**src/rtl/rs232_pkg.sv**
```systemverilog
// Shared constants, transmitter state encoding and frame helpers for the RS-232 blocks.
package rs232_pkg;

  localparam int PARITY_NONE = 0;
  localparam int PARITY_ODD  = 1;
  localparam int PARITY_EVEN = 2;

  typedef enum logic [2:0] {
    ST_IDLE   = 3'd0,
    ST_START  = 3'd1,
    ST_DATA   = 3'd2,
    ST_PARITY = 3'd3,
    ST_STOP   = 3'd4
  } tx_state_t;

  // Line bits per frame: start + data + optional parity + stop.
  function automatic int frame_bits(input int data_bits, input int parity, input int stop_bits);
    return 1 + data_bits + ((parity != PARITY_NONE) ? 1 : 0) + stop_bits;
  endfunction

  function automatic logic parity_of(input int mode, input logic data_xor);
    return (mode == PARITY_ODD) ? ~data_xor : data_xor;
  endfunction

endpackage

```
**src/rtl/rs232_baud_tick.sv**
```systemverilog
// Fractional baud generator: bit k ends ceil(k*CLOCK_FREQ/BAUD_RATE) cycles after clear,
// with no cumulative drift. Shared between transmitter and receiver.
module rs232_baud_tick #(
  parameter int CLOCK_FREQ = 133000000,
  parameter int BAUD_RATE  = 12000000
) (
  input  logic clock,
  input  logic reset,
  input  logic clear,
  output logic tick
);

  localparam int ACC_W = $clog2(CLOCK_FREQ + BAUD_RATE);
  localparam logic [ACC_W-1:0] INC  = ACC_W'(BAUD_RATE);
  localparam logic [ACC_W-1:0] WRAP = ACC_W'(CLOCK_FREQ);

  logic [ACC_W-1:0] acc;
  logic [ACC_W-1:0] sum;

  // Sum never overflows: acc < CLOCK_FREQ, so acc + BAUD_RATE < 2**ACC_W.
  always_comb begin
    sum  = acc + INC;
    tick = (sum >= WRAP);
  end

  always_ff @(posedge clock or posedge reset) begin
    if (reset)      acc <= '0;
    else if (clear) acc <= '0;
    else if (tick)  acc <= sum - WRAP;
    else            acc <= sum;
  end

endmodule

```
**src/rtl/rs232_tx_fifo.sv**
```systemverilog
// RS-232 transmitter with byte FIFO and CTS-gated frame starts; txd is registered and
// forced idle-high by reset.
//
//   state     | meaning
//   ----------+---------------------------------------------------
//   ST_IDLE   | line high, waiting for data and cts_sync == 0
//   ST_START  | start bit (low)
//   ST_DATA   | DATA_BITS data bits, LSB first
//   ST_PARITY | parity bit (skipped when PARITY == PARITY_NONE)
//   ST_STOP   | STOP_BITS stop bits; may chain straight into ST_START
module rs232_tx_fifo
  import rs232_pkg::*;
#(
  parameter int CLOCK_FREQ = 133000000,
  parameter int BAUD_RATE  = 12000000,
  parameter int DATA_BITS  = 8,
  parameter int PARITY     = 0,
  parameter int STOP_BITS  = 1,
  parameter int FIFO_DEPTH = 16
) (
  input  logic                          clock,
  input  logic                          reset,
  input  logic [DATA_BITS-1:0]          data_in,
  input  logic                          data_valid,
  output logic                          data_ready,
  input  logic                          cts_n,
  output logic                          txd,
  output logic [$clog2(FIFO_DEPTH):0]   fifo_level,
  output logic                          busy
);

  localparam int AW = $clog2(FIFO_DEPTH);
  localparam logic [AW:0] DEPTH_L   = (AW+1)'(FIFO_DEPTH);
  localparam logic [2:0]  DATA_LAST = 3'(DATA_BITS - 1);
  localparam logic [2:0]  STOP_LAST = 3'(STOP_BITS - 1);

  logic [DATA_BITS-1:0] mem [FIFO_DEPTH];
  logic [AW:0]          wr_ptr, rd_ptr, wr_next, rd_next;
  logic                 push, pop, empty, start_ok;
  logic [DATA_BITS-1:0] head;

  logic                 cts_meta, cts_sync;
  tx_state_t            state, state_next;
  logic [DATA_BITS-1:0] shift;
  logic                 par_bit;
  logic [2:0]           bit_cnt;
  logic                 tick;
  logic                 line;

  assign push       = data_valid && data_ready;
  assign empty      = (wr_ptr == rd_ptr);
  assign head       = mem[rd_ptr[AW-1:0]];
  assign wr_next    = wr_ptr + {{AW{1'b0}}, push};
  assign rd_next    = rd_ptr + {{AW{1'b0}}, pop};
  assign fifo_level = wr_ptr - rd_ptr;
  assign start_ok   = !empty && !cts_sync;
  assign busy       = (state != ST_IDLE);

  always_ff @(posedge clock) begin
    if (push) mem[wr_ptr[AW-1:0]] <= data_in;
  end

  always_ff @(posedge clock or posedge reset) begin
    if (reset) begin
      wr_ptr     <= '0;
      rd_ptr     <= '0;
      data_ready <= 1'b0;
    end else begin
      wr_ptr     <= wr_next;
      rd_ptr     <= rd_next;
      data_ready <= ((wr_next - rd_next) != DEPTH_L);
    end
  end

  // Synchroniser resets to "not clear" so nothing starts before cts_n is really seen.
  always_ff @(posedge clock or posedge reset) begin
    if (reset) begin
      cts_meta <= 1'b1;
      cts_sync <= 1'b1;
    end else begin
      cts_meta <= cts_n;
      cts_sync <= cts_meta;
    end
  end

  rs232_baud_tick #(
    .CLOCK_FREQ (CLOCK_FREQ),
    .BAUD_RATE  (BAUD_RATE)
  ) u_baud (
    .clock (clock),
    .reset (reset),
    .clear (pop),
    .tick  (tick)
  );

  always_ff @(posedge clock or posedge reset) begin
    if (reset) state <= ST_IDLE;
    else       state <= state_next;
  end

  always_comb begin
    state_next = state;
    pop        = 1'b0;
    line       = 1'b1;
    case (state)
      ST_IDLE: begin
        if (start_ok) begin
          state_next = ST_START;
          pop        = 1'b1;
        end
      end
      ST_START: begin
        line = 1'b0;
        if (tick) state_next = ST_DATA;
      end
      ST_DATA: begin
        line = shift[0];
        if (tick && bit_cnt == 3'd0)
          state_next = (PARITY == PARITY_NONE) ? ST_STOP : ST_PARITY;
      end
      ST_PARITY: begin
        line = par_bit;
        if (tick) state_next = ST_STOP;
      end
      ST_STOP: begin
        if (tick && bit_cnt == 3'd0) begin
          if (start_ok) begin
            state_next = ST_START;
            pop        = 1'b1;
          end else begin
            state_next = ST_IDLE;
          end
        end
      end
      default: state_next = ST_IDLE;
    endcase
  end

  // bit_cnt is a down-counter reloaded on entry to DATA and STOP.
  always_ff @(posedge clock or posedge reset) begin
    if (reset) begin
      shift   <= '0;
      par_bit <= 1'b0;
      bit_cnt <= 3'd0;
      txd     <= 1'b1;
    end else begin
      txd <= line;
      if (pop) begin
        shift   <= head;
        par_bit <= parity_of(PARITY, ^head);
      end else if (state == ST_DATA && tick) begin
        shift <= shift >> 1;
      end
      if (state_next != state) begin
        if (state_next == ST_DATA)      bit_cnt <= DATA_LAST;
        else if (state_next == ST_STOP) bit_cnt <= STOP_LAST;
      end else if (tick && bit_cnt != 3'd0) begin
        bit_cnt <= bit_cnt - 3'd1;
      end
    end
  end

endmodule

```
**config.mk**
```make
export PLATFORM = sky130hd
export DESIGN_NAME = rs232_tx_fifo
export DESIGN_NICKNAME = d
export VERILOG_FILES = /design/src/rtl/rs232_pkg.sv /design/src/rtl/rs232_baud_tick.sv /design/src/rtl/rs232_tx_fifo.sv
export SDC_FILE = /design/constraint.sdc
export NUM_CORES = 1
export LEC_CHECK = 0
export CAP_MARGIN = 5
export CORE_ASPECT_RATIO = 0.7
export CORE_MARGIN = 1
export CORE_UTILIZATION = 45
export DETAILED_ROUTE_END_ITERATION = 10
export GPL_ROUTABILITY_DRIVEN = 0
export PLACE_DENSITY_LB_ADDON = 0.25
export SLEW_MARGIN = 20
export SYNTH_ARGS = -nofsm -noshare
export SYNTH_HDL_FRONTEND = slang
export SYNTH_SLANG_ARGS = --single-unit
```
**constraint.sdc**
```tcl
create_clock -name clock -period 5.8 [get_ports clock]
set_clock_uncertainty 0.1 [all_clocks]
set_input_delay 0.87 -clock clock [delete_from_list [all_inputs] [get_ports clock]]
set_output_delay 0.87 -clock clock [all_outputs]
set_load 0.005 [all_outputs]
```
[Yosys cells after proc, flatten, opt, wreduce, memory -nomap -nowiden]
Memory sizes are Yosys's and may differ from the RTL's.
Cells that the tools add are included.
Word-level totals
  bits of input ports: 12
  register bits after elaboration: 57
  output and inout port bits: 8
  memories: 1
  logic and storage cells: 66
  bits in writable memories: 128
Memories
  mem: depth 16, bits a word 8, read ports 1, clocked after Yosys merged registers in 0, wr ports 1, RTL line rs232_tx_fifo.sv:37  | logic [DATA_BITS-1:0] mem [FIFO_DEPTH];
Cells by class
  order comparisons: 1
  equal/unequal tests: 10
  add/sub/neg operators: 7
  muxes and demuxes: 21
  reduce and logical (&&, ||, !) cells: 15
Operators by type and width (number)
  $mux 28: 2
  $add 28x24->28 const B: 1
  $ge 28x27->1 const B: 1
  $sub 28x27->28 const B: 1
  $mux 3: 9
  $mux 8: 2
  $pmux 3 s5: 1
  $add 5x1->5: 2
  $sub 5x5->5: 2
  $eq 3x2->1 const B: 3
  $reduce_xor 8->1: 1
  $eq 3x3->1 const B: 2
  $logic_not 3->1: 2
  $reduce_bool 3->1: 2
  $eq 5x5->1: 1
  $logic_and 1x1->1: 5
  $mux 1: 5
  $ne 5x5->1 const B: 1
  $reduce_bool 2->1: 2
  $eq 3x1->1 const B: 1
  $ne 3x1->1 const B: 1
  $ne 3x3->1: 1
  $pmux 1 s3: 1
  $sub 3x1->3 const B: 1
  3 further kinds: 4

[Logic depth before layout (Yosys ltp)]
Gate-level depths: netlist (run 1).
  word-level depth: 10
  gate-level depth with buffers: 20
  depth with buffers taken out: 19

[By module]
Synthesis (run 1) repeated with hierarchy kept, for this count alone.
Unflattened totals
  cells, all modules: 650
  area total of the unflattened synthesis: 8713.4 um2
Modules (own cells, without submodules)
  rs232_tx_fifo: seq. area each 4573.1 um2, cells each 393, times used 1, area an instance 6650.1 um2
  rs232_baud_tick: seq. area each 550.5 um2, cells each 257, times used 1, area an instance 2063.2 um2

[Worst setup path after synthesis (run 1)]
Ideal clock, no wire load.
  kind: register to register
  from: register u_baud.acc[8]
  to: register data_ready
  setup slack: 1.233 ns
  library setup time: 0.071 ns
  data arrival time: 4.396 ns
  buffers on the path: 1
  stages on the path, launching flop included: 21
  period minus slack after synthesis: 4.567 ns
  required time: 5.629 ns
  path through: dfrtp_1 inv_1 ha_1 nand2b_1 a21o_2 xnor2_4 nor3_1 o32a_1 o211a_4 o31ai_4 inv_2 buf_2 ha_1 xnor2_1 ha_1 a21oi_1 inv_1 maj3_1 a21oi_1 xor3_1 nand4_1
Between the ends
  word-level cells in the longest chain between the ends: 8
Ends and longest elaborated chain
  start: declaration: RTL line rs232_baud_tick.sv:17  | logic [ACC_W-1:0] acc;
  start signal: assignment: RTL line rs232_baud_tick.sv:29  | else if (tick) acc <= sum - WRAP;
  start signal: assignment: RTL line rs232_baud_tick.sv:30  | else acc <= sum;
  $add 28x24->28: RTL line rs232_baud_tick.sv:22  | sum = acc + INC;
  $ge 28x27->1: RTL line rs232_baud_tick.sv:23  | tick = (sum >= WRAP);
  $logic_and 1x1->1: RTL line rs232_tx_fifo.sv:126  | if (tick && bit_cnt == 3'd0) begin
  $mux 1: RTL line rs232_tx_fifo.sv:126
  $pmux 1 s2: RTL line rs232_tx_fifo.sv:105  | case (state)
  $add 5x1->5: RTL line rs232_tx_fifo.sv:54  | assign rd_next = rd_ptr + {{AW{1'b0}}, pop};
  $sub 5x5->5: RTL line rs232_tx_fifo.sv:71  | data_ready <= ((wr_next - rd_next) != DEPTH_L);
  $ne 5x5->1: RTL line rs232_tx_fifo.sv:71
  end signal: assignment: RTL line rs232_tx_fifo.sv:71
  end: declaration: RTL line rs232_tx_fifo.sv:25  | output logic data_ready,
Every way passes these cells.
A chain may end at the register's enable or synchronous reset.

[Worst setup path after layout (run 1)]
Same ends and word-level chain as after synthesis.

==> impl_table.tex, run 1 <==
\begin{tabular}{lr}
\hline
Metric & Value \\
\hline
\multicolumn{2}{l}{\textbf{Yosys}} \\
\quad Number of synthesized flops with an enable pin & 128 \\
\quad Most frequently used cell type in the post-synthesis netlist & edfxtp\_1 \\
\quad Most numerous cell types in the synthesized netlist & 128 x edfxtp\_1, 50 x nor2\_1, 48 x dfrtp\_1, 40 x mux4\_2, 37 x nand2\_1 \\
\quad YS warnings & 0 \\
\quad Prevailing post-synth register cell & edfxtp\_1 \\
\quad Cells taking the most area after synthesis & edfxtp\_1 45\%, dfrtp\_1 14\%, mux4\_2 11\%, xnor2\_1 3.2\%, ha\_1 2.3\% \\
\quad Synth Area per Inst & $\sim$14 um2 \\
\quad Area share of the largest cell type after synthesis & 44.8\% \\
\quad Syn Inst Count & 613 \\
\quad Seq cells post-synth & around 180 \\
\quad Fraction of registers with async set/reset & $\sim$28\% \\
\quad Number of different library cells in the post-synthesis netlist & 80 \\
\quad Sequential fraction of the synthesis area & about three fifths \\
\quad Post-synthesis instance area & 8580 um2 \\
\quad Total nets after synthesis & 642 \\
\quad Library cell occupying the most area in the post-synthesis netlist & edfxtp\_1 \\
\multicolumn{2}{l}{\textbf{Floorplanning}} \\
\quad Die Span X & 167 um \\
\quad Core Box Area & 18300 um2 \\
\quad Starting Density & 46.8\% \\
\quad Die extent in y & 118 um \\
\quad Standard-cell rows & between 40 and 50 \\
\quad Number of I/O pins & 20 \\
\quad Die area & 19600 um2 \\
\multicolumn{2}{l}{\textbf{Critical path}} \\
\quad Worst-path maximum fanout & 15 \\
\quad Worst Path Class, Setup & flip-flop to flip-flop \\
\quad Startpoint type of the worst setup path & flip-flop \\
\quad Endpoint class of the critical path & flip-flop \\
\quad Endpoint arrival time on the critical path & 5140 ps \\
\quad Req. time, crit path & just over 6000 ps \\
\multicolumn{2}{l}{\textbf{STA}} \\
\quad Final setup fails & 0 \\
\quad Minimum clock period & 4870 ps \\
\quad Count of final hold-check violations & 0 \\
\quad Slew at the pin with the worst max-slew slack & around 900 ps \\
\quad Highest clock rate & 205 MHz \\
\quad Remaining max-slew budget at the tightest pin & 39.6\% \\
\quad Unrepaired setup endpoints after global routing & false \\
\quad Total Negative Setup Slacks & 0 ps \\
\quad Share of the cycle needed by the critical path after routing & 83.9\% \\
\quad Count of pins over their slew limit & 0 \\
\multicolumn{2}{l}{\textbf{Clock tree}} \\
\quad CTS tree & built \\
\quad Post-CTS setup buffer count & 0 \\
\quad Buffers from clock root to sink, at most & 2 \\
\quad Clock buffers created by TritonCTS & 17 \\
\quad Skew-Pair Late Insertion Delay & 440 ps \\
\quad Total number of clock tree sinks & 179 \\
\quad Clock edge transition at the registers on the reported setup and hold paths & 70 ps \\
\quad Library cell used as clock root buffer & clkbuf\_16 \\
\quad \# H-tree levels & 4 \\
\quad Post-cts sizing count & 0 \\
\quad Hold-fix buffers, CTS & 0 \\
\multicolumn{2}{l}{\textbf{Global route}} \\
\quad Sum of overflow across all layers after global routing & 0 \\
\quad First-pass GRT wire length & a little under 30 mm \\
\quad Maximum number of pins on one net before global-route repair & 52 \\
\quad Via count of the first global-routing pass & 5205 \\
\quad Initial antenna violation count & 0 \\
\quad Total track usage & between 10\% and 20\% \\
\multicolumn{2}{l}{\textbf{Route}} \\
\quad Drt first-iter violations & about 400 \\
\quad Average wire per standard cell & 20.2 um \\
\quad Initial DRT Pass Iterations & 5 \\
\quad Number of design rule violations left after detail routing & 0 \\
\quad Average vias per placed instance & 5.88 \\
\quad Number of nets with antenna violations after routing & 0 \\
\quad Detailed-route via count & between 5000 and 6000 \\
\quad Total Wirelength & 17.9 mm \\
\multicolumn{2}{l}{\textbf{Power}} \\
\quad Pwr Density & 594 nW/um2 \\
\quad Static leakage & 3.39 nW \\
\quad VDD IR max & 0.291 mV \\
\multicolumn{2}{l}{\textbf{Place}} \\
\quad Placed Instances & approximately 850 \\
\quad Estimated wirelength of the detail-placed design & 12.2 mm \\
\quad Count of port buffers added during placement & 19 \\
\multicolumn{2}{l}{\textbf{Layout}} \\
\quad Post-synthesis to final-layout area growth & 12.1\% \\
\quad Layout cells sized above 1 & $\sim$18\% \\
\quad Final cell count without fillers & $\sim$900 \\
\quad Post-layout net count & 666 \\
\quad Number of inserted filler cells in the final layout & around 1500 \\
\quad Count of inserted antenna diode cells & 0 \\
\multicolumn{2}{l}{\textbf{Job}} \\
\quad Max Cap Violations & 0 \\
\multicolumn{2}{l}{\textbf{Min path}} \\
\quad Worst min path class & flip-flop to flip-flop \\
\multicolumn{2}{l}{\textbf{Status}} \\
\quad Run status & complete, no violations \\
\hline
\end{tabular}
flip-flops by register name (all words and copies together) (netlist names):
signal      flops
bit_cnt         3
cts_meta        1
cts_sync        1
data_ready      1
mem           128
par_bit         1
rd_ptr          5
shift           8
state           3
txd             1
u_baud.acc     22
wr_ptr          5
final cells by class:
| cell class | count | area [um2] | area share [%] |
|---|---|---|---|
| repair buffers | 29 | 265 | 2.76 |
| clock inverters | 14 | 158 | 1.64 |
| multi-input cells | 379 | 3220 | 33.5 |
| well taps | 236 | 295 | 3.07 |
| inverters | 31 | 116 | 1.21 |
| flip-flops and latches | 179 | 5120 | 53.3 |
| clock buffers | 18 | 429 | 4.47 |
critical path, stage by stage (launching register included):
cell and delay (ps):
dfrtp_1 470, inv_1 70, ha_1 290, nand2b_1 240, a21o_2 300, xnor2_4 220, nor3_1 130, o32a_1 400
o211a_4 320, o31ai_4 270, inv_2 130, ha_1 220, xnor2_1 150, ha_1 340, a21oi_1 210, inv_1 70
maj3_1 350, a21oi_1 170, xor3_1 240, nand4_1 100
logic make-up after synthesis:
| kind of cell | synth area share, % |
|---|---|
| xor gates and xnor gates | 5.06 |
| and+or+nand+nor | 9.34 |
| muxes | 11.0 |
| adders and majority gates | 2.68 |
| buffers and inverters | 2.68 |
| DFF | 59.7 |
| AOI/OAI and AO/OA | 9.50 |
through the flow:
stage	instance area [um2]	hold WS [ps]	worst slack (ps)	power [mW]	utilization, %
final	9610	262	933	5.70	52.5
after global routing	9610	263	664	6.07	52.5
after CTS	9610	263	932	5.72	52.5
after detailed placement	9020	252	971	4.58	49.3
after global placement	9020	245	1120	4.52	49.3
after floorplan	8580	245	1230	3.88	-
layer usage:
layer	vias to the layer above	part of all wire (%)	GRT usage [%]
met4	0	1.0	5.38
met2	166	45	29.2
li1	2375	-	-
met1	2649	48	29.3
met5	-	0	0
met3	18	5.4	3.93
where the power goes:
part           internal [mW]  switching, mW
combinational           1.24           1.43
clock                  0.578          0.547
sequential              1.64          0.263
cell usage in the layout (no fill, tap or decap), types with 9 or more instances in the layout:
cell type and count:
edfxtp_1 128, nor2_1 50, dfrtp_1 47, mux4_2 40, nand2_1 37, xnor2_1 31, inv_1 28, o21ai_0 25
a21oi_1 22, clkdlybuf4s50_1 19, clkbuf_16 17, ha_1 16, nor3_1 13, buf_4 10, xor2_1 9, o21a_1 9
worst paths after layout:
path                                          from                   end  slack, ps  cells past startpoint
setup / recovery           u_baud.acc[8]$_DFF_PP0_  data_ready$_DFF_PP0_        930                     19
min in group asynchronous                    reset   rd_ptr[4]$_DFF_PP0_        840                      3
setup reg to reg           u_baud.acc[8]$_DFF_PP0_  data_ready$_DFF_PP0_        930                     19
max in group asynchronous                    reset   rd_ptr[0]$_DFF_PP0_       4280                      3
hold reg to reg                 cts_meta$_DFF_PP1_    cts_sync$_DFF_PP1_        260                      0
hold / removal                  cts_meta$_DFF_PP1_    cts_sync$_DFF_PP1_        260                      0
Note: power is estimated with default switching activity, not from simulation.
==> run 2, diff against run 1 <==
==> constraint.sdc (replaced) <==
create_clock -name clock -period 4 [get_ports clock]
set_clock_uncertainty 0.1 [all_clocks]
set_input_delay 0.6 -clock clock [delete_from_list [all_inputs] [get_ports clock]]
set_output_delay 0.6 -clock clock [all_outputs]
set_load 0.005 [all_outputs]
==> run 2 against run 1 <==
Effect of this change:
- clock power is 56% higher
- die area did not move
- count of clock-buffer cells in the layout down 1
- global-route usage rose by 0.43 points
- first-iteration DRC count is 23% higher
- sequential share of layout area decreased by 2.6 points
- worst hold slack better by 2.4 ps
- largest power group unchanged
- the run now ends with negative setup slack left
==> impl_table.tex, run 2 (same netlist as run 1, synthesis figures left out) <==
\begin{tabular}{lr}
\hline
Metric & Value \\
\hline
\multicolumn{2}{l}{\textbf{Global route}} \\
\quad GR Util met2 & 28.5\% (-0.68 points) \\
\quad Initial antenna violation count & 0 (unchanged) \\
\quad Busiest layer in global routing & met1 \\
\quad Total track usage & 20.0\% (+0.43 points) \\
\quad Global-route met3 utilization & 4.37\% (+0.44 points) \\
\quad Sum of overflow across all layers after global routing & 0 (unchanged) \\
\quad Via count of the first global-routing pass & 5290 (+1.6\%) \\
\quad Maximum number of pins on one net before global-route repair & 40 (-23\%) \\
\quad Global routing met1 resource utilization & 31.3\% (+2.0 points) \\
\quad First-pass GRT wire length & 29.8 mm (+2.8\%) \\
\multicolumn{2}{l}{\textbf{Clock tree}} \\
\quad Library cell used as clock root buffer & clkbuf\_16 \\
\quad CTS tree & built \\
\quad \# H-tree levels & 4 (unchanged) \\
\quad Buffers from clock root to sink, at most & 2 (unchanged) \\
\quad Total number of clock tree sinks & 179 (unchanged) \\
\quad Clock edge transition at the registers on the reported setup and hold paths & 80 ps (about the same) \\
\quad Skew-Pair Late Insertion Delay & 430 ps (about the same) \\
\quad Hold-fix buffers, CTS & 0 (unchanged) \\
\quad Clock buffers created by TritonCTS & 17 (unchanged) \\
\multicolumn{2}{l}{\textbf{STA}} \\
\quad Highest clock rate & 248 MHz (+21\%) \\
\quad Minimum clock period & 4020 ps (-842 ps) \\
\quad Final setup fails & 1 (+1) \\
\quad Slew at the pin with the worst max-slew slack & 883 ps (-18.5 ps) \\
\quad Total Negative Setup Slacks & -24.8 ps (-24.8 ps) \\
\quad Final WS setup & -24.8 ps (-958 ps) \\
\quad Remaining max-slew budget at the tightest pin & 40.9\% (+1.2 points) \\
\quad Count of final hold-check violations & 0 (unchanged) \\
\quad Unrepaired setup endpoints after global routing & true \\
\quad Share of the cycle needed by the critical path after routing & 101\% (+17 points) \\
\quad Count of pins over their slew limit & 0 (unchanged) \\
\multicolumn{2}{l}{\textbf{Critical path}} \\
\quad Endpoint class of the critical path & flip-flop \\
\quad Startpoint type of the worst setup path & flip-flop \\
\quad Reg-to-reg critical path endpoint & data\_ready\$\_DFF\_PP0\_ \\
\quad Worst-path maximum fanout & 4 (-11) \\
\quad Worst reg2reg startpoint & u\_baud.acc[8]\$\_DFF\_PP0\_ \\
\quad R2R depth & 19 (unchanged) \\
\quad Endpoint arrival time on the critical path & 4290 ps (-850 ps) \\
\quad Worst setup slack for register-to-register paths & -20 ps (-960 ps) \\
\quad Worst Path Class, Setup & flip-flop to flip-flop \\
\quad Cell-by-cell listing of the critical path & inv\_2 > ha\_4 > nand2b\_4 > a21o\_4 > xnor2\_4 > nor3\_2 > o32a\_1 > o211a\_4 > o31ai\_4 > inv\_2 > ha\_4 > xnor2\_2 > ha\_1 > a21oi\_2 > inv\_1 > maj3\_2 > a21oi\_2 > xor3\_1 > nand4\_1 \\
\quad Delay contributed by the slowest stage of the critical path & 410 ps (-60 ps) \\
\quad Req. time, crit path & 4270 ps (-1800 ps) \\
\quad Max stage delay cell, worst path & dfrtp\_2 \\
\multicolumn{2}{l}{\textbf{Layout}} \\
\quad Largest register FFs & 128 (unchanged) \\
\quad Number of inserted filler cells in the final layout & 1411 (-6.3\%) \\
\quad Leading cell type in the layout, fill and taps excluded & edfxtp\_1 \\
\quad Post-layout net count & 711 (+6.8\%) \\
\quad Post-synthesis to final-layout area growth & 17.9\% \\
\quad Top library cells by usage in the layout, fill and taps aside & 128 x edfxtp\_1, 55 x buf\_4, 50 x nor2\_1 \\
\quad Count of inserted antenna diode cells & 0 (unchanged) \\
\quad Layout cells sized above 1 & 26.0\% (+8.2 points) \\
\multicolumn{2}{l}{\textbf{Route}} \\
\quad Detailed-route via count & 5324 (+2.2\%) \\
\quad Total Wirelength & 18.6 mm (+3.9\%) \\
\quad Number of nets with antenna violations after routing & 0 (unchanged) \\
\quad Initial DRT Pass Iterations & 5 (unchanged) \\
\quad Average wire per standard cell & 20.0 um (-1.2\%) \\
\quad Average vias per placed instance & 5.72 (-2.7\%) \\
\quad Drt first-iter violations & 484 (+23\%) \\
\quad Number of design rule violations left after detail routing & 0 (unchanged) \\
\multicolumn{2}{l}{\textbf{Floorplanning}} \\
\quad Die area & 19600 um2 (unchanged) \\
\quad Standard-cell rows & 41 (unchanged) \\
\quad Number of I/O pins & 20 (unchanged) \\
\quad Die Span X & 167 um (unchanged) \\
\quad Core Box Area & 18300 um2 (unchanged) \\
\quad Starting Density & 46.8\% (unchanged) \\
\quad Die extent in y & 118 um (unchanged) \\
\multicolumn{2}{l}{\textbf{Power}} \\
\quad Pwr Density & 896 nW/um2 (+51\%) \\
\quad Static leakage & 3.64 nW (+7.6\%) \\
\quad Share of total power in combinational logic & 51.2\% (+4.2 points) \\
\quad Switch Pwr & 3.54 mW (+58\%) \\
\quad Reg power frac & 29.5\% (-3.8 points) \\
\quad VDD IR max & 0.686 mV (+140\%) \\
\quad Switching Fraction & 39.1\% (-0.23 points) \\
\quad Internal power component & 5.52 mW (+59\%) \\
\quad Total chip power & 9.06 mW (+59\%) \\
\quad Clock network power share & 19.3\% (-0.4 points) \\
\multicolumn{2}{l}{\textbf{Place}} \\
\quad Count of port buffers added during placement & 19 (unchanged) \\
\quad Estimated wirelength of the detail-placed design & 12.9 mm (+6.2\%) \\
\multicolumn{2}{l}{\textbf{Min path}} \\
\quad Number of cells on the worst hold path & 0 (unchanged) \\
\quad Critical hold path startpoint & cts\_meta\$\_DFF\_PP1\_ \\
\quad Hold Path Sink & cts\_sync\$\_DFF\_PP1\_ \\
\quad Worst min path class & flip-flop to flip-flop \\
\multicolumn{2}{l}{\textbf{Job}} \\
\quad Max Cap Violations & 0 (unchanged) \\
\multicolumn{2}{l}{\textbf{Status}} \\
\quad Failing checks & negative setup slack \\
\quad Run status & finished, violations left \\
\hline
\end{tabular}
## run 2: worst max path at each step
stage                                  startpoint              endpoint  slack, ps  depth (start not counted)
after global placement    u_baud.acc[8]$_DFF_PP0_  data_ready$_DFF_PP0_          7                         19
final                     u_baud.acc[8]$_DFF_PP0_  data_ready$_DFF_PP0_        -20                         19
after detailed placement  u_baud.acc[9]$_DFF_PP0_  data_ready$_DFF_PP0_       -110                         19
after floorplan           u_baud.acc[8]$_DFF_PP0_  data_ready$_DFF_PP0_       -140                         20
after CTS                 u_baud.acc[9]$_DFF_PP0_  data_ready$_DFF_PP0_        -50                         19
after global routing      u_baud.acc[9]$_DFF_PP0_  data_ready$_DFF_PP0_       -200                         19
## run 2: worst max-delay path, delay by kind of cell (launching register included)
| family | cells | cell delay, ps |
|---|---|---|
| DFF | 1 | 410 |
| xor gates and xnor gates | 3 | 550 |
| and+or+nand+nor | 3 | 330 |
| buffers and inverters | 3 | 200 |
| adders and majority gates | 4 | 970 |
| AOI/OAI and AO/OA | 6 | 1410 |
## run 2: power groups by stage
stage	registers (mW)	logic, mW	clock network, mW
floorplan	2.61	3.12	0
global placement	2.68	4.34	0
detailed placement	2.70	4.41	0
CTS	2.66	4.51	1.78
global route	2.71	5.04	1.85
finish	2.67	4.64	1.75
## run 2: timing repair
item | in CTS | in global routing
gates resized for setup | 1 | 7
pin swaps | 5 | 5
hold endpoints to repair | 0 | 0
endpoints found under the setup margin | 1 | 1
setup buffers | 4 | 7
## run 2: final cells by class
type	count	area, um2	area share (%)
clock inverter	15	209	2.07
sequential	179	5130	50.7
timing repair buffer	74	603	5.96
clock buffer	17	425	4.21
tap	236	295	2.92
multi-input combinational	379	3340	33.0
inverter	31	116	1.15
## run 2: stage by stage
step                      std cells  utilization, %  hold slack (ps)  worst slack, ps  area, um2
final                           931            55.2              264            -24.8      10100
after global routing            931            55.2              270             -199      10100
after CTS                       924            54.7              266            -45.5      10000
after detailed placement        888            51.0              254             -108       9350
after global placement          888            51.0              247             7.36       9350
after floorplan                 613               -              245             -137       8650
## run 2: metal layers
layer / vias up / part of all wire, %
li1: 2452 / -
met1: 2684 / 50
met2: 175 / 44
met3: 13 / 6.0
met4: 0 / 0.70
met5: - / 0
